**config.mk**
```make
export PLATFORM = sky130hd
export DESIGN_NAME = fetch_unit_flat
export DESIGN_NICKNAME = d
export VERILOG_FILES = /design/src/rtl/fetch_unit_if.sv /design/src/rtl/fetch_unit.sv /design/src/flat_wrapper.sv
export SDC_FILE = /design/constraint.sdc
export NUM_CORES = 1
export LEC_CHECK = 0
export BUFFER_PORTS_ARGS = -buffer_cell sky130_fd_sc_hd__buf_2
export CAP_MARGIN = 0
export CORE_ASPECT_RATIO = 1.75
export CORE_UTILIZATION = 45
export CTS_CLUSTER_SIZE = 12
export DETAILED_ROUTE_END_ITERATION = 12
export PLACE_DENSITY_LB_ADDON = 0.1
export SLEW_MARGIN = 20
export SYNTH_ARGS = -nofsm -noshare
export SYNTH_HDL_FRONTEND = slang
export SYNTH_SLANG_ARGS = --single-unit
```
**constraint.sdc**
```tcl
create_clock -name clk -period 3.6 [get_ports clk]
set_input_delay 0.36 -clock clk [delete_from_list [all_inputs] [get_ports clk]]
set_output_delay 0.36 -clock clk [all_outputs]
set_load 0.02 [all_outputs]
```
**src/rtl/fetch_unit_if.sv**
```systemverilog
// Fetch unit bus bundle: imem request/response, redirect, and decode-side queue head.
interface fetch_unit_if #(
  parameter int unsigned XLEN = 32
) ();
  logic            imem_req_valid;
  logic            imem_req_ready;
  logic [XLEN-1:0] imem_req_addr;
  logic            imem_rsp_valid;
  logic [31:0]     imem_rsp_data;
  logic            redirect_valid;
  logic [XLEN-1:0] redirect_pc;
  logic            inst_valid;
  logic            inst_ready;
  logic [31:0]     inst_data;
  logic [XLEN-1:0] inst_pc;

  // Fetch unit side
  modport master (
    output imem_req_valid, imem_req_addr,
    input  imem_req_ready,
    input  imem_rsp_valid, imem_rsp_data,
    input  redirect_valid, redirect_pc,
    output inst_valid, inst_data, inst_pc,
    input  inst_ready
  );

  // Memory / decode / branch-unit side
  modport slave (
    input  imem_req_valid, imem_req_addr,
    output imem_req_ready,
    output imem_rsp_valid, imem_rsp_data,
    output redirect_valid, redirect_pc,
    input  inst_valid, inst_data, inst_pc,
    output inst_ready
  );
endinterface

```
**src/rtl/fetch_unit.sv**
```systemverilog
// Instruction fetch front end: owns fetch PC, issues in-order imem requests under
// queue-slot credit, tags responses with their PC, and squashes on redirect.
module fetch_unit #(
  parameter int unsigned     XLEN     = 32,
  parameter logic [XLEN-1:0] RESET_PC = '0,
  parameter int unsigned     PC_STEP  = 4,
  parameter int unsigned     FQ_DEPTH = 4
) (
  input  logic         clk,
  input  logic         rst,
  fetch_unit_if.master io_bus
);

  localparam int unsigned AW = $clog2(FQ_DEPTH);
  localparam int unsigned CW = $clog2(FQ_DEPTH) + 1;
  localparam int unsigned SW = CW + 2;

  logic [XLEN-1:0] r_fetch_pc;
  logic [CW-1:0]   r_live_cnt;
  logic [CW-1:0]   r_drop_cnt;
  logic [CW-1:0]   r_q_count;
  logic [AW-1:0]   r_q_head;
  logic [AW-1:0]   r_q_tail;
  logic [AW-1:0]   r_t_head;
  logic [AW-1:0]   r_t_tail;
  logic [31:0]     r_q_data [FQ_DEPTH];
  logic [XLEN-1:0] r_q_pc   [FQ_DEPTH];
  logic [XLEN-1:0] r_t_pc   [FQ_DEPTH];

  logic [SW-1:0]   w_credit_sum;
  logic [CW-1:0]   w_pend;
  logic            w_redirect;
  logic            w_req_valid;
  logic            w_req_fire;
  logic            w_rsp_drop;
  logic            w_rsp_take;
  logic            w_rsp_any;
  logic            w_q_push;
  logic            w_inst_valid;
  logic            w_pop;

  // Credit: every outstanding request (live or to-be-dropped) holds a queue slot
  assign w_credit_sum = SW'(r_q_count) + SW'(r_live_cnt) + SW'(r_drop_cnt);
  assign w_pend       = r_drop_cnt + r_live_cnt;
  assign w_redirect   = io_bus.redirect_valid;
  assign w_req_valid  = !rst && !w_redirect && (w_credit_sum < SW'(FQ_DEPTH));
  assign w_req_fire   = w_req_valid && io_bus.imem_req_ready;

  // Stale responses are consumed first; a response with nothing pending is ignored
  assign w_rsp_drop   = io_bus.imem_rsp_valid && (r_drop_cnt != '0);
  assign w_rsp_take   = io_bus.imem_rsp_valid && (r_drop_cnt == '0) && (r_live_cnt != '0);
  assign w_rsp_any    = io_bus.imem_rsp_valid && (w_pend != '0);
  assign w_q_push     = w_rsp_take && !w_redirect;

  assign w_inst_valid = !rst && (r_q_count != '0);
  assign w_pop        = w_inst_valid && io_bus.inst_ready && !w_redirect;

  assign io_bus.imem_req_valid = w_req_valid;
  assign io_bus.imem_req_addr  = r_fetch_pc;
  assign io_bus.inst_valid     = w_inst_valid;
  assign io_bus.inst_data      = w_inst_valid ? r_q_data[r_q_head] : 32'h0;
  assign io_bus.inst_pc        = w_inst_valid ? r_q_pc[r_q_head]   : '0;

  // Fetch PC: redirect overrides, otherwise advance on each accepted request
  always_ff @(posedge clk) begin
    if (rst) begin
      r_fetch_pc <= RESET_PC;
    end else if (w_redirect) begin
      r_fetch_pc <= io_bus.redirect_pc;
    end else if (w_req_fire) begin
      r_fetch_pc <= r_fetch_pc + XLEN'(PC_STEP);
    end
  end

  // In-flight accounting: live requests become drops on redirect
  always_ff @(posedge clk) begin
    if (rst) begin
      r_live_cnt <= '0;
      r_drop_cnt <= '0;
    end else if (w_redirect) begin
      r_live_cnt <= '0;
      r_drop_cnt <= w_pend - CW'(w_rsp_any);
    end else begin
      r_live_cnt <= r_live_cnt + CW'(w_req_fire) - CW'(w_rsp_take);
      r_drop_cnt <= r_drop_cnt - CW'(w_rsp_drop);
    end
  end

  // Fetch queue pointers and occupancy; flushed on redirect
  always_ff @(posedge clk) begin
    if (rst || w_redirect) begin
      r_q_head  <= '0;
      r_q_tail  <= '0;
      r_q_count <= '0;
    end else begin
      if (w_q_push) r_q_tail <= r_q_tail + AW'(1);
      if (w_pop)    r_q_head <= r_q_head + AW'(1);
      r_q_count <= r_q_count + CW'(w_q_push) - CW'(w_pop);
    end
  end

  // PC-tag FIFO pointers; tags of squashed requests are discarded on redirect
  always_ff @(posedge clk) begin
    if (rst || w_redirect) begin
      r_t_head <= '0;
      r_t_tail <= '0;
    end else begin
      if (w_req_fire) r_t_tail <= r_t_tail + AW'(1);
      if (w_rsp_take) r_t_head <= r_t_head + AW'(1);
    end
  end

  // Storage: request PC tags on issue, {data, tag} into the queue on response
  always_ff @(posedge clk) begin
    if (w_req_fire) begin
      r_t_pc[r_t_tail] <= r_fetch_pc;
    end
    if (w_q_push) begin
      r_q_data[r_q_tail] <= io_bus.imem_rsp_data;
      r_q_pc[r_q_tail]   <= r_t_pc[r_t_head];
    end
  end

endmodule
```
**src/flat_wrapper.sv**
```systemverilog
// flat-port wrapper written by rule: the top's interface ports become plain ports
module fetch_unit_flat 
#(
  parameter int unsigned     XLEN     = 32,
  parameter logic [XLEN-1:0] RESET_PC = '0,
  parameter int unsigned     PC_STEP  = 4,
  parameter int unsigned     FQ_DEPTH = 4
)
  (clk, rst, io_bus_imem_req_valid, io_bus_imem_req_addr, io_bus_imem_req_ready, io_bus_imem_rsp_valid, io_bus_imem_rsp_data, io_bus_redirect_valid, io_bus_redirect_pc, io_bus_inst_valid, io_bus_inst_data, io_bus_inst_pc, io_bus_inst_ready);
  fetch_unit_if #(.XLEN(XLEN)) io_bus_i ();
  input  logic clk;
  input  logic rst;
  output wire logic [$bits(io_bus_i.imem_req_valid)-1:0] io_bus_imem_req_valid;
  output wire logic [$bits(io_bus_i.imem_req_addr)-1:0] io_bus_imem_req_addr;
  input wire logic [$bits(io_bus_i.imem_req_ready)-1:0] io_bus_imem_req_ready;
  input wire logic [$bits(io_bus_i.imem_rsp_valid)-1:0] io_bus_imem_rsp_valid;
  input wire logic [$bits(io_bus_i.imem_rsp_data)-1:0] io_bus_imem_rsp_data;
  input wire logic [$bits(io_bus_i.redirect_valid)-1:0] io_bus_redirect_valid;
  input wire logic [$bits(io_bus_i.redirect_pc)-1:0] io_bus_redirect_pc;
  output wire logic [$bits(io_bus_i.inst_valid)-1:0] io_bus_inst_valid;
  output wire logic [$bits(io_bus_i.inst_data)-1:0] io_bus_inst_data;
  output wire logic [$bits(io_bus_i.inst_pc)-1:0] io_bus_inst_pc;
  input wire logic [$bits(io_bus_i.inst_ready)-1:0] io_bus_inst_ready;
  assign io_bus_imem_req_valid = io_bus_i.imem_req_valid;
  assign io_bus_imem_req_addr = io_bus_i.imem_req_addr;
  assign io_bus_i.imem_req_ready = io_bus_imem_req_ready;
  assign io_bus_i.imem_rsp_valid = io_bus_imem_rsp_valid;
  assign io_bus_i.imem_rsp_data = io_bus_imem_rsp_data;
  assign io_bus_i.redirect_valid = io_bus_redirect_valid;
  assign io_bus_i.redirect_pc = io_bus_redirect_pc;
  assign io_bus_inst_valid = io_bus_i.inst_valid;
  assign io_bus_inst_data = io_bus_i.inst_data;
  assign io_bus_inst_pc = io_bus_i.inst_pc;
  assign io_bus_i.inst_ready = io_bus_inst_ready;
  fetch_unit #(.XLEN(XLEN), .RESET_PC(RESET_PC), .PC_STEP(PC_STEP), .FQ_DEPTH(FQ_DEPTH)) u_core (.clk(clk), .rst(rst), .io_bus(io_bus_i));
endmodule
```
After elaboration in Yosys (flattened, before gate mapping)
Memories as Yosys holds them, arrays and structs flattened. A register that Yosys moved wholly into a read port is not among the register bits. Index checks and enable logic that the tools add are counted.

Memory bits (writable): 384. Register bits: 49. Memories kept: 3. Output and inout bits: 98. Word-level logic and storage cells: 62. Input bits: 70.

Memory list: u_core.r_q_data (words 4, width 32, rd ports 1, clocked after Yosys merged registers in 1, wr ports 1, line fetch_unit.sv:26) `logic [31:0] r_q_data [FQ_DEPTH];`; u_core.r_q_pc (words 4, width 32, rd ports 1, clocked after Yosys merged registers in 1, wr ports 1, line fetch_unit.sv:27) `logic [XLEN-1:0] r_q_pc [FQ_DEPTH];`; u_core.r_t_pc (words 4, width 32, rd ports 1, clocked after Yosys merged registers in 1, wr ports 1, line fetch_unit.sv:28) `logic [XLEN-1:0] r_t_pc [FQ_DEPTH];`.

Order comparisons: 1. $add $sub $neg: 14. Reduce and logical (&&, ||, !) cells: 21. Multiplexer cells: 15.

Operators by type and width (count): $mux W32 (4); $add A32 B3 Y32 const B (1); $mux W2 (6); $reduce_bool A3 Y1 (4); $sub A3 B1 Y3 (4); $logic_and A1 B1 Y1 (11); $add A2 B1 Y2 const B (4); $add A3 B1 Y3 (2); $add A5 B3 Y5 (1); $lt A5 B3 Y1 const B (1); $add A3 B3 Y4 (1); $mux W1 (4); $add A3 B3 Y3 (1); $logic_not A3 Y1 (1); $mux W3 (1); $logic_not A1 Y1 (2); $reduce_bool A2 Y1 (1); $reduce_or A2 Y1 (1); $logic_or A1 B1 Y1 (1).

Longest topological paths before layout
Gate-level depths: netlist of the first run.

Word-level depth: 7. Depth in mapped cells: 14. Mapped depth without buffers: 13.

Least setup slack after synthesis of the first run
OpenSTA, ideal clock, no wires.

Path kind: flip-flop to flip-flop. From: reg u_core.r_q_count[0]. To: mem u_core.r_t_pc[0][0], enable pin. Setup time: 0.392 ns. Clock period less this slack: 3.907 ns. Buffers on the path: 1. Stages on the path, launching flop included: 11. Arrival time: 3.515 ns. Path slack: -0.307 ns. Required time: 3.208 ns. Path through: dfxtp_1 ha_1 fa_1 xor2_1 ha_1 or4_4 or3b_1 buf_2 or2_1 inv_1 and2_1.

Longest elaborated chain between the ends: 7.

Ends and longest elaborated chain: start, declared (line fetch_unit.sv:21) `logic [CW-1:0] r_q_count;`; start signal, assigned (line fetch_unit.sv:98) `r_q_count <= r_q_count + CW'(w_q_push) - CW'(w_pop);`; $add A3 B3 Y4 (line fetch_unit.sv:43) `assign w_credit_sum = SW'(r_q_count) + SW'(r_live_cnt) + SW'(r_drop_cnt);`; $add A5 B3 Y5 (line fetch_unit.sv:43); $lt A5 B3 Y1 (line fetch_unit.sv:46) `assign w_req_valid = !rst && !w_redirect && (w_credit_sum < SW'(FQ_DEPTH));`; $logic_and A1 B1 Y1 (line fetch_unit.sv:46); $logic_and A1 B1 Y1 (line fetch_unit.sv:47) `assign w_req_fire = w_req_valid && io_bus.imem_req_ready;`; via u_core.w_req_fire (line fetch_unit.sv:34) `logic w_req_fire;`; $mux W1 (line fetch_unit.sv:115) `if (w_req_fire) begin`; $mux W1 (implied by the code) (line fetch_unit.sv:116) `r_t_pc[r_t_tail] <= r_fetch_pc;`; end, declared (line fetch_unit.sv:28).

The timed path passes the listed nets, and every way through them passes these cells.

Worst setup path in the final report of the first run
From: reg u_core.r_q_count[0]. To: out io_bus_imem_req_valid.

Longest elaborated chain between the ends: 4.

Ends and longest elaborated chain: $add A3 B3 Y4 (line fetch_unit.sv:43); $add A5 B3 Y5 (line fetch_unit.sv:43); $lt A5 B3 Y1 (line fetch_unit.sv:46); $logic_and A1 B1 Y1 (line fetch_unit.sv:46); end, declared (line flat_wrapper.sv:13) `output wire logic [$bits(io_bus_i.imem_req_valid)-1:0] io_bus_imem_req_valid;`.

No other way between the ends.

==> results of run 1 <==
## cell usage in the layout, fill, tap and decap left out, drive strengths merged, types with 2 or more instances in the layout
| master | n |
|---|---|
| xor2 | 7 |
| buf | 198 |
| or2 | 4 |
| inv | 21 |
| edfxtp | 384 |
| xnor2 | 11 |
| nand2 | 41 |
| o21ai | 4 |
| dfxtp | 53 |
| a211oi | 3 |
| a31oi | 15 |
| and2 | 78 |
| nand2b | 2 |
| o31a | 3 |
| o311ai | 6 |
| nand3 | 12 |
| a21oi | 16 |
| o311a | 3 |
| o31ai | 2 |
| and3 | 12 |
| o22ai | 7 |
| nor3b | 2 |
| nand4 | 11 |
| o211ai | 3 |
| and4 | 2 |
| clkbuf | 62 |
| mux2i | 4 |
| or4 | 11 |
| nor4 | 7 |
| a311oi | 4 |
| ha | 23 |
| nor3 | 4 |
| nor2 | 25 |
| o221ai | 2 |
| clkinv | 6 |
| or3 | 6 |
| mux4 | 96 |
| nor2b | 2 |
| fa | 4 |
## report_power, final
group | internal (mW) | switching, mW | total (mW) | leakage [nW]
Clock | 2.27 | 1.74 | 4.01 | 0.586
Sequential | 5.58 | 0.0842 | 5.66 | 3.92
Combinational | 0.172 | 0.241 | 0.414 | 2.41
## how the worst min path moves through the flow
stage | startpoint | to | cells after the start
after floorplan | io_bus_imem_rsp_data[0] | u_core.r_q_data[0][0]$_DFFE_PP_ | 0
after global placement | u_core.r_t_tail[1]$_SDFFE_PP0P_ | u_core.r_t_tail[1]$_SDFFE_PP0P_ | 2
after detailed placement | u_core.r_t_tail[1]$_SDFFE_PP0P_ | u_core.r_t_tail[1]$_SDFFE_PP0P_ | 2
after CTS | io_bus_imem_rsp_data[3] | u_core.r_q_data[3][3]$_DFFE_PP_ | 1
after global routing | io_bus_imem_rsp_data[3] | u_core.r_q_data[0][3]$_DFFE_PP_ | 1
final | io_bus_imem_rsp_data[3] | u_core.r_q_data[0][3]$_DFFE_PP_ | 1
## per-layer routing
layer	track usage, %	vias up
met2	34.9	273
met3	2.62	56
met4	6.29	0
met5	0	-
met1	21.8	4690
li1	-	4140
## logic make-up (layout without fill, tap and decap cells)
family	count (synthesis)	after routing	synth area share (%)
buffers and inverters	67	287	1.52
adder cells (fa/ha/maj)	27	27	2.12
AND/OR/NAND/NOR	220	220	7.22
flip-flops	437	437	72.6
XOR/XNOR	18	18	0.909
multiplexers	100	100	12.7
AO/OA/AOI/OAI	74	74	2.93
## metrics by stage
stage               util [%]  std cells
finish                  53.5       1643
global route            53.5       1643
CTS                     53.5       1643
detailed placement      50.3       1575
global placement        50.3       1575
floorplan                  -        943
## repair_timing
| action | 4_1_cts | 5_1_grt |
|---|---|---|
| hold buffers | 0 | 0 |
| setup endpoints to repair | 1 | 0 |
| resized for setup | 7 | 0 |
## critical path, delay by kind of cell (launching register included)
kind,cells,cell delay (ns)
fa+ha+maj,3,0.84
compound gates,1,0.13
flops,1,0.33
xor+xnor,1,0.17
buf+inv,2,0.28
simple gates,2,0.83
## final cells by class
class	instances	area share (%)
Clock buffer	62	5.89
Clock inverter	6	0.118
Inverter	21	0.390
Multi-Input combinational cell	439	22.3
Sequential cell	437	62.3
Tap cell	480	2.97
Timing Repair Buffer	198	5.96
## state kept, by name, indices dropped and copies added, names as in the netlist, named ones only
register / count
u_core.r_t_pc: 128
u_core.r_q_data: 128
u_core.r_drop_cnt: 3
u_core.r_q_pc: 128
u_core.r_q_head: 2
u_core.r_live_cnt: 3
u_core.r_t_head: 2
u_core.r_q_count: 3
u_core.r_q_tail: 2
u_core.io_bus.imem_req_addr: 32
u_core.r_t_tail: 2
==> impl_metrics.json, run 1 <==
{
  "outcome": "finished clean",
  "io_buffers": 167,
  "rsz0062_at_grt": "false",
  "min_path_type": "in2reg",
  "fin_crit_sh_pct": 96.7,
  "initial_core_util_pct": 45.9,
  "max_cap_violations": 0,
  "synth_top_area_share_pct": 66.5,
  "track_usage_pct": 18.7,
  "critPathLaunchType": "register",
  "fin_nets": 1237,
  "fin_worst_skew_ns": 0.0112,
  "syn_inst": 943,
  "end_kind": "primary output",
  "ir_worst_vdd_mv": 0.322,
  "synth_area_leaders": "edfxtp_1, mux4_2, dfxtp_1",
  "grt_max_degree": 65,
  "r2r-start": "u_core.r_q_count[0]$_SDFF_PP0_",
  "slew_viol_final": 0,
  "wl_met3_mm": 1.62,
  "wl_met2_mm": 19.7,
  "clock_latency_ns": 0.54,
  "critical_path.most_common_cell": "buf_6",
  "wl_per_cell_um": 21.8,
  "clockBufferDepth": 3,
  "drive_above_1_share_pct": 31.4,
  "drt-initial-drc-count": 493,
  "fp-row-count": 94,
  "fmax_ghz": 0.287,
  "synthArstFlopShare_pct": 0,
  "syn_area_per_cell_um2": 18.4,
  "vias_per_cell": 5.57,
  "finalCriticalPeriod_ns": 3.48,
  "synthToLayoutAreaGrowth_pct": 16.5,
  "setup_viol": 0,
  "pre_cts_ws_ns": 0.111,
  "p_total_mw": 10.1,
  "fin_tns_setup_ns": 0,
  "cts_tree": "yes",
  "multi_input_area_mm2": 0.00451,
  "synth.most_common_cell": "edfxtp_1",
  "r2r-end": "u_core.r_t_pc[2][28]$_DFFE_PP_",
  "placed_area_mm2": 0.0190,
  "cts-buffers-inserted": 43,
  "overflow": 0,
  "path_class": "reg2out",
  "max_stage_delay_ns": 0.44,
  "htreeDepth": 2,
  "synth_edf_count": 384,
  "post-cts-setup-buffers": 0,
  "ys_seq_area_share_pct": 72.6,
  "power.density_mw_per_mm2": 499,
  "finalHoldViolCount": 0,
  "arrival_ns": 3.12,
  "grt_pass1_vias": 9545,
  "grt_pass1_wl_mm": 55.1,
  "routed_wl_mm": 35.9,
  "syn_area_mm2": 0.0173,
  "clk_pin_slew_worst_paths_ns": 0.06,
  "regArea_mm2": 0.0126,
  "drtPass1Iterations": 5,
  "die_area_mm2": 0.0394,
  "core_area_mm2": 0.0378,
  "crit_fanout": 6,
  "dieHeight_um": 262,
  "cellLeakagePower_nw": 6.92,
  "place_hpwl_mm": 22.5,
  "cp_slowest_cell": "or4_4",
  "fp.dieW_um": 150,
  "reg2reg_slack_ns": 0.27,
  "worstMarginPinSlew_ns": 0.951,
  "yosysTopAreaCell": "edfxtp_1",
  "nFillCells": 3056,
  "synth_fp_nets": 1040,
  "path_cells": "ha_2, fa_1, xor2_1, ha_1, or4_4, or3b_4, buf_6, a21oi_2, buf_6",
  "holdWs_ns": 0.0397,
  "setup.worst_path.start": "u_core.r_q_count[0]$_SDFF_PP0_",
  "synth-seq-cells": 437,
  "finalWorstSetupSlack_ns": 0.117,
  "stdcell_area_mm2": 0.0202,
  "r2r_cells": 11,
  "yosysUniqueCellTypes": 53,
  "detail-route-antenna-nets": 0,
  "cts.sinks": 437,
  "wl_met1_mm": 13.7,
  "max_slew_margin_pct": 36.3,
  "synth_common_cells": "edfxtp_1, mux4_2, and2_1",
  "routabilityCongestion": 0.873,
  "critPathRequiredTime_ns": 3.24,
  "n_antenna_cell": 0,
  "endpoint": "io_bus_imem_req_valid",
  "clockRootBuffer": "clkbuf_16",
  "num_io_pins": 168,
  "antenna_found_initial": 0,
  "ys.flop_type": "edfxtp_1",
  "routed.top_layer": "met4",
  "num_vias": 9159,
  "drc": 0,
  "synth_warnings": 0
}
No activity file was read; power rests on OpenSTA's default activity.
==> run 2, diff against run 1 <==
--- a/config.mk
+++ b/config.mk
@@ -7,6 +7,8 @@
 export LEC_CHECK = 0
 export BUFFER_PORTS_ARGS = -buffer_cell sky130_fd_sc_hd__buf_2
 export CAP_MARGIN = 0
+export CELL_PAD_IN_SITES_DETAIL_PLACEMENT = 1
+export CELL_PAD_IN_SITES_GLOBAL_PLACEMENT = 1
 export CORE_ASPECT_RATIO = 1.75
 export CORE_UTILIZATION = 45
 export CTS_CLUSTER_SIZE = 12
==> run 2 against run 1 <==
Compared with the run above: clock skew increased by 0.0038 ns; sequential share of layout area decreased by 0.23 points; final cell count increased by 0.37%; worst setup slack improved by 0.020 ns; non-clock buffer count increased by 2; critical endpoint unchanged; largest cell class unchanged; highest routed layer unchanged.
==> impl_metrics.json, run 2 (synthesis gave the netlist of run 1 again) <==
{
  "endpoint": "io_bus_imem_req_valid",
  "overflow": 0,
  "wl_per_cell_um": 22.9,
  "fin_worst_skew_ns": 0.0149,
  "clockRootBuffer": "clkbuf_16",
  "power.density_mw_per_mm2": 501,
  "rsz0062_at_grt": "false",
  "max_slew_margin_pct": 36.0,
  "cts-buffers-inserted": 43,
  "drtPass1Iterations": 6,
  "fin_crit_sh_pct": 96.2,
  "synthToLayoutAreaGrowth_pct": 17.0,
  "ir_worst_vdd_mv": 0.324,
  "final_common_cell": "edfxtp_1",
  "clockBufferDepth": 3,
  "cp_slowest_cell": "or4_4",
  "clock_latency_ns": 0.54,
  "critPathTopFamily": "simple AND/OR/NAND/NOR gates",
  "drive_above_1_share_pct": 31.7,
  "holdWs_ns": 0.0413,
  "min_path_type": "in2reg",
  "routabilityCongestion": 0.782,
  "reg2reg_slack_ns": 0.19,
  "worstMarginPinSlew_ns": 0.956,
  "antenna_found_initial": 0,
  "r2r-end": "u_core.r_live_cnt[1]$_SDFF_PP0_",
  "cts.sinks": 437,
  "place_hpwl_mm": 25.1,
  "setup.worst_path.start": "u_core.r_q_count[0]$_SDFF_PP0_",
  "htreeDepth": 2,
  "max_cap_violations": 0,
  "n_antenna_cell": 0,
  "grt_pass1_vias": 10133,
  "fp.dieW_um": 150,
  "fp-row-count": 94,
  "path_class": "reg2out",
  "crit_fanout": 6,
  "p_total_mw": 10.2,
  "top_regs": "u_core.r_q_data: 128 flops, u_core.r_q_pc: 128 flops, u_core.r_t_pc: 128 flops",
  "outcome": "finished clean",
  "drc": 0,
  "detail-route-antenna-nets": 0,
  "nFillCells": 3497,
  "max_stage_delay_ns": 0.44,
  "crit_buf_inv": 2,
  "critical_path.most_common_cell": "buf_6",
  "critPathRequiredTime_ns": 3.24,
  "fin_tns_setup_ns": 0,
  "cts_tree": "yes",
  "num_io_pins": 168,
  "initial_core_util_pct": 45.9,
  "grt_max_degree": 41,
  "final_util_pct": 53.7,
  "vias_per_cell": 5.55,
  "clk_pin_slew_worst_paths_ns": 0.06,
  "dieHeight_um": 262,
  "num_vias": 9153,
  "track_usage_pct": 20.0,
  "fmax_ghz": 0.289,
  "slew_viol_final": 0,
  "cellLeakagePower_nw": 6.94,
  "fin_nets": 1239,
  "critPathLaunchType": "register",
  "arrival_ns": 3.10,
  "grt_pass1_wl_mm": 58.6,
  "end_kind": "primary output",
  "io_buffers": 167,
  "layout_common_cells": "edfxtp_1, buf_2, mux4_2",
  "die_area_mm2": 0.0394,
  "r2r_cells": 11,
  "core_area_mm2": 0.0378,
  "r2r-start": "u_core.r_q_count[0]$_SDFF_PP0_",
  "path_cells": "ha_2, fa_2, xor2_1, ha_1, or4_4, or3b_4, buf_6, a21oi_4, buf_6",
  "setup_viol": 0,
  "finalHoldViolCount": 0,
  "finalCriticalPeriod_ns": 3.46,
  "cp.depth": 9,
  "drt-initial-drc-count": 463,
  "routed_wl_mm": 37.7
}
run 2: cell count changes in the layout (fill, tap and decap cells not counted), sizes merged:
cell and delta:
bufinv +1, clkbuf +7, inv +1, buf +2, clkinv -5
run 2: how the worst min path moves through the flow:
stage | cells after the start | start | to
after global routing | 1 | io_bus_imem_rsp_data[25] | u_core.r_q_data[2][25]$_DFFE_PP_
after detailed placement | 2 | u_core.r_t_tail[1]$_SDFFE_PP0P_ | u_core.r_t_tail[1]$_SDFFE_PP0P_
final | 1 | io_bus_imem_rsp_data[25] | u_core.r_q_data[2][25]$_DFFE_PP_
after CTS | 1 | io_bus_imem_rsp_data[25] | u_core.r_q_data[2][25]$_DFFE_PP_
after global placement | 2 | u_core.r_t_tail[1]$_SDFFE_PP0P_ | u_core.r_t_tail[1]$_SDFFE_PP0P_
after floorplan | 0 | io_bus_imem_rsp_data[0] | u_core.r_q_data[0][0]$_DFFE_PP_
run 2: metrics by stage:
step,instances,cell area [um^2],setup WS (ns)
finish,1649,20300,0.138
global route,1649,20300,0.0147
CTS,1649,20300,0.108
detailed placement,1577,19000,0.0103
global placement,1577,19000,0.0845
floorplan,943,17300,0.0255
run 2: per-layer routing:
metal	wire length [um]	global-route usage [%]	vias to the layer above
met3	1450	2.74	60
met2	20300	36.9	235
met4	1250	7.74	0
met1	14700	23.3	4709
li1	-	-	4149
met5	0	0	-
run 2: worst reg2reg max path, stage by stage (launching register included):
cell,delay (ns)
dfxtp_2,0.33
ha_2,0.20
fa_2,0.34
xor2_1,0.17
ha_1,0.28
or4_4,0.44
or3b_4,0.42
or2_1,0.25
inv_1,0.14
ha_1,0.19
fa_1,0.41
and2_1,0.14
run 2: repair_timing:
item,in CTS,in global routing
hold buffers,0,0
endpoints found under the setup margin,1,0
buffers inserted,0,0
gates resized for setup,9,0
endpoints found under the hold margin,0,0
run 2: layout make-up:
type	instances	area (um^2)	share of cell area [%]
tap	480	601	2.96
clock inverter	3	43.8	0.216
timing repair buffer	200	1240	6.13
clock buffer	69	1190	5.88
multi-input combinational	439	4520	22.3
sequential	437	12600	62.1
inverter	21	78.8	0.389
run 2: where the power goes:
part           switching (mW)  internal, mW  total, mW
Combinational           0.250         0.176      0.426
Sequential             0.0822          5.58       5.66
Clock                    1.74          2.33       4.06
==> run 3, diff against run 2 <==
--- a/config.mk
+++ b/config.mk
@@ -5,12 +5,13 @@
 export SDC_FILE = /design/constraint.sdc
 export NUM_CORES = 1
 export LEC_CHECK = 0
+export ABC_AREA = 1
 export BUFFER_PORTS_ARGS = -buffer_cell sky130_fd_sc_hd__buf_2
 export CAP_MARGIN = 0
 export CELL_PAD_IN_SITES_DETAIL_PLACEMENT = 1
 export CELL_PAD_IN_SITES_GLOBAL_PLACEMENT = 1
 export CORE_ASPECT_RATIO = 1.75
-export CORE_UTILIZATION = 45
+export CORE_UTILIZATION = 43
 export CTS_CLUSTER_SIZE = 12
 export DETAILED_ROUTE_END_ITERATION = 12
 export PLACE_DENSITY_LB_ADDON = 0.1
==> run 3 against run 2 <==
Compared with the run above: count of clock-buffer cells in the layout down 16; wire length up 25%; critical path type unchanged; fmax up 17%; critical endpoint is now io_bus_inst_pc[24]; die area up 9.7%.
==> impl_metrics.json, run 3 <==
{
  "pwr-share-clk_pct": 39.9,
  "synth_top_family_by_area": "simple AND/OR/NAND/NOR gates",
  "drtPass1Iterations": 5,
  "fp-row-count": 99,
  "yosysTopAreaCell": "edfxtp_1",
  "p_seq_share_pct": 56.3,
  "synthArstFlopShare_pct": 0,
  "fin_tns_setup_ns": 0,
  "num_vias": 12594,
  "grt_pass1_wl_mm": 72.6,
  "fin_crit_sh_pct": 82.1,
  "initial_core_util_pct": 43.6,
  "crit_fanout": 58,
  "outcome": "finished clean",
  "syn_inst": 1641,
  "overflow": 0,
  "min_path_type": "in2reg",
  "finalCriticalPeriod_ns": 2.96,
  "synth_edf_count": 384,
  "path_class": "reg2out",
  "fmax_ghz": 0.338,
  "max_slew_margin_pct": 42.7,
  "layout_common_cells": "edfxtp_1, nor2_1, o21ai_0",
  "synth_common_cells": "nor2_1, edfxtp_1, o21ai_0",
  "fin_nets": 1914,
  "cp_slowest_cell": "dfxtp_4",
  "critPathRequiredTime_ns": 3.24,
  "stdcell_count": 2387,
  "stdcell_area_mm2": 0.0211,
  "antenna_found_initial": 0,
  "slew_viol_final": 0,
  "htreeDepth": 2,
  "cellLeakagePower_nw": 7.83,
  "critical_path.most_common_cell": "nor2_1",
  "holdWs_ns": 0.0331,
  "arrival_ns": 2.60,
  "n_antenna_cell": 0,
  "power.switching_mw": 2.13,
  "critPathTopFamily": "flip-flops",
  "power.density_mw_per_mm2": 476,
  "clk_pin_slew_worst_paths_ns": 0.06,
  "drive_above_1_share_pct": 15.6,
  "crit_buf_inv": 2,
  "fin_worst_skew_ns": 0.0175,
  "top_regs": "u_core.r_q_data: 128 flops, u_core.r_q_pc: 128 flops, u_core.r_t_pc: 128 flops",
  "cts_tree": "yes",
  "muxShareOfSynthArea_pct": 0,
  "dieHeight_um": 274,
  "ys.flop_type": "edfxtp_1",
  "vias_per_cell": 5.28,
  "place_hpwl_mm": 30.8,
  "finalHoldViolCount": 0,
  "ir_worst_vdd_mv": 0.356,
  "placed_area_mm2": 0.0198,
  "critPathLaunchType": "register",
  "synth_top_area_share_pct": 63.4,
  "synth_area_leaders": "edfxtp_1, nor2_1, dfxtp_1",
  "track_usage_pct": 22.2,
  "synthAdderAreaFrac_pct": 2.02,
  "fp.dieW_um": 157,
  "yosysUniqueCellTypes": 38,
  "worstMarginPinSlew_ns": 0.860,
  "clockBufferDepth": 3,
  "synth_simple_gate_area_share_pct": 14.3,
  "internal_power_mw": 7.90,
  "num_io_pins": 168,
  "nFillCells": 4562,
  "io_buffers": 167,
  "routed_wl_mm": 47.1,
  "die_area_mm2": 0.0432,
  "setup_viol": 0,
  "max_stage_delay_ns": 0.81,
  "detail-route-antenna-nets": 0,
  "core_area_mm2": 0.0417,
  "synth-xor-area-share_pct": 0.770,
  "clockRootBuffer": "clkbuf_16",
  "grt_max_degree": 85,
  "drc": 0,
  "wl_per_cell_um": 19.7,
  "cts_resized": 0,
  "combPwrFrac_pct": 3.8,
  "syn_area_per_cell_um2": 11.1,
  "final_common_cell": "edfxtp_1",
  "synth_fp_nets": 1738,
  "cts-buffers-inserted": 43,
  "synth_warnings": 0,
  "ys_seq_area_share_pct": 69.2,
  "synth-seq-cells": 437,
  "synth-compound-area-share_pct": 9.95,
  "max_cap_violations": 0,
  "end_kind": "primary output",
  "final_util_pct": 50.5,
  "synthToLayoutAreaGrowth_pct": 15.8,
  "drt-initial-drc-count": 471,
  "cts.sinks": 437,
  "netSwitchingFraction_pct": 21.2,
  "grt_pass1_vias": 13306,
  "path_cells": "buf_4, nor2_1, nor2_1, o21ai_0, a21oi_1, buf_2",
  "rsz0062_at_grt": "false",
  "routabilityCongestion": 0.816,
  "dp_cells": 2323,
  "clock_latency_ns": 0.55,
  "synth.most_common_cell": "nor2_1",
  "syn_area_mm2": 0.0182
}
==> run 3: changes by cell type after synthesis, sizes merged, moves of 12 or more <==
cell    change
and2       -78
o21ai     +206
inv        +64
a21oi      +82
a31oi      -12
clkbuf     +17
buf        +19
nor2      +368
nand3      +27
mux4       -96
nand2     +152
nand3b     +12
and3       -12
o22ai      +25
==> run 3: metrics by stage <==
step           setup slack, ns  total power, mW
4_1_cts                  0.585             10.1
6_report                 0.644             10.0
2_1_floorplan           -0.482             5.95
5_1_grt                  0.467             10.4
3_5_place_dp             0.886             6.13
3_3_place_gp             0.935             6.11
==> run 3: final cells by class <==
type	count	area, um^2	area share [%]
repair buffers	213	1300	6.19
multi-input cells	1035	4960	23.5
well taps	555	694	3.30
inverters	87	328	1.56
clock inverters	7	47.5	0.226
clock buffers	53	1130	5.39
flip-flops and latches	437	12600	59.8
==> run 3: path summary, 6_finish.rpt <==
path	cells past startpoint	startpoint	endpoint	slack, ns
worst max-delay path	6	register	io_bus_inst_pc[24]	0.64
worst min-delay path	1	io_bus_imem_rsp_data[8]	u_core.r_q_data[0][8]$_DFFE_PP_	0.03
worst max register to register	13	u_core.r_live_cnt[0]$_SDFF_PP0_	u_core.io_bus.imem_req_addr[2]$_SDFFE_PP0P_	0.90
worst min register to register	2	u_core.r_q_head[1]$_SDFFE_PP0P_	register	0.46
==> run 3: per-layer routing <==
layer / GRT usage (%) / wire (um) / part of all wire [%] / vias to the layer above
li1: - / - / - / 6020
met1: 25.1 / 18800 / 40 / 6297
met2: 42.2 / 25600 / 54 / 218
met3: 3.03 / 1580 / 3.4 / 59
met4: 7.28 / 1190 / 2.5 / 0
met5: 0 / 0 / 0 / -
==> run 3: power by group through the flow <==
| stage | clock network [mW] | logic [mW] | registers [mW] |
|---|---|---|---|
| 3_3_place_gp | 0 | 0.367 | 5.74 |
| 2_1_floorplan | 0 | 0.201 | 5.74 |
| 5_1_grt | 4.28 | 0.427 | 5.65 |
| 6_report | 4.00 | 0.381 | 5.64 |
| 3_5_place_dp | 0 | 0.382 | 5.75 |
| 4_1_cts | 4.10 | 0.388 | 5.64 |
==> run 3: cell families after synthesis <==
logic type      count (synthesis)
flops                         437
compound gates                349
simple gates                  643
fa+ha+maj                      27
buf+inv                       169
xor+xnor                       16
==> run 3: timing repair <==
action | in CTS | in global routing
endpoints found under the setup margin | 0 | 0
setup buffers | 0 | 0
hold buffers | 4 | 0
hold endpoints to repair | 15 | 0
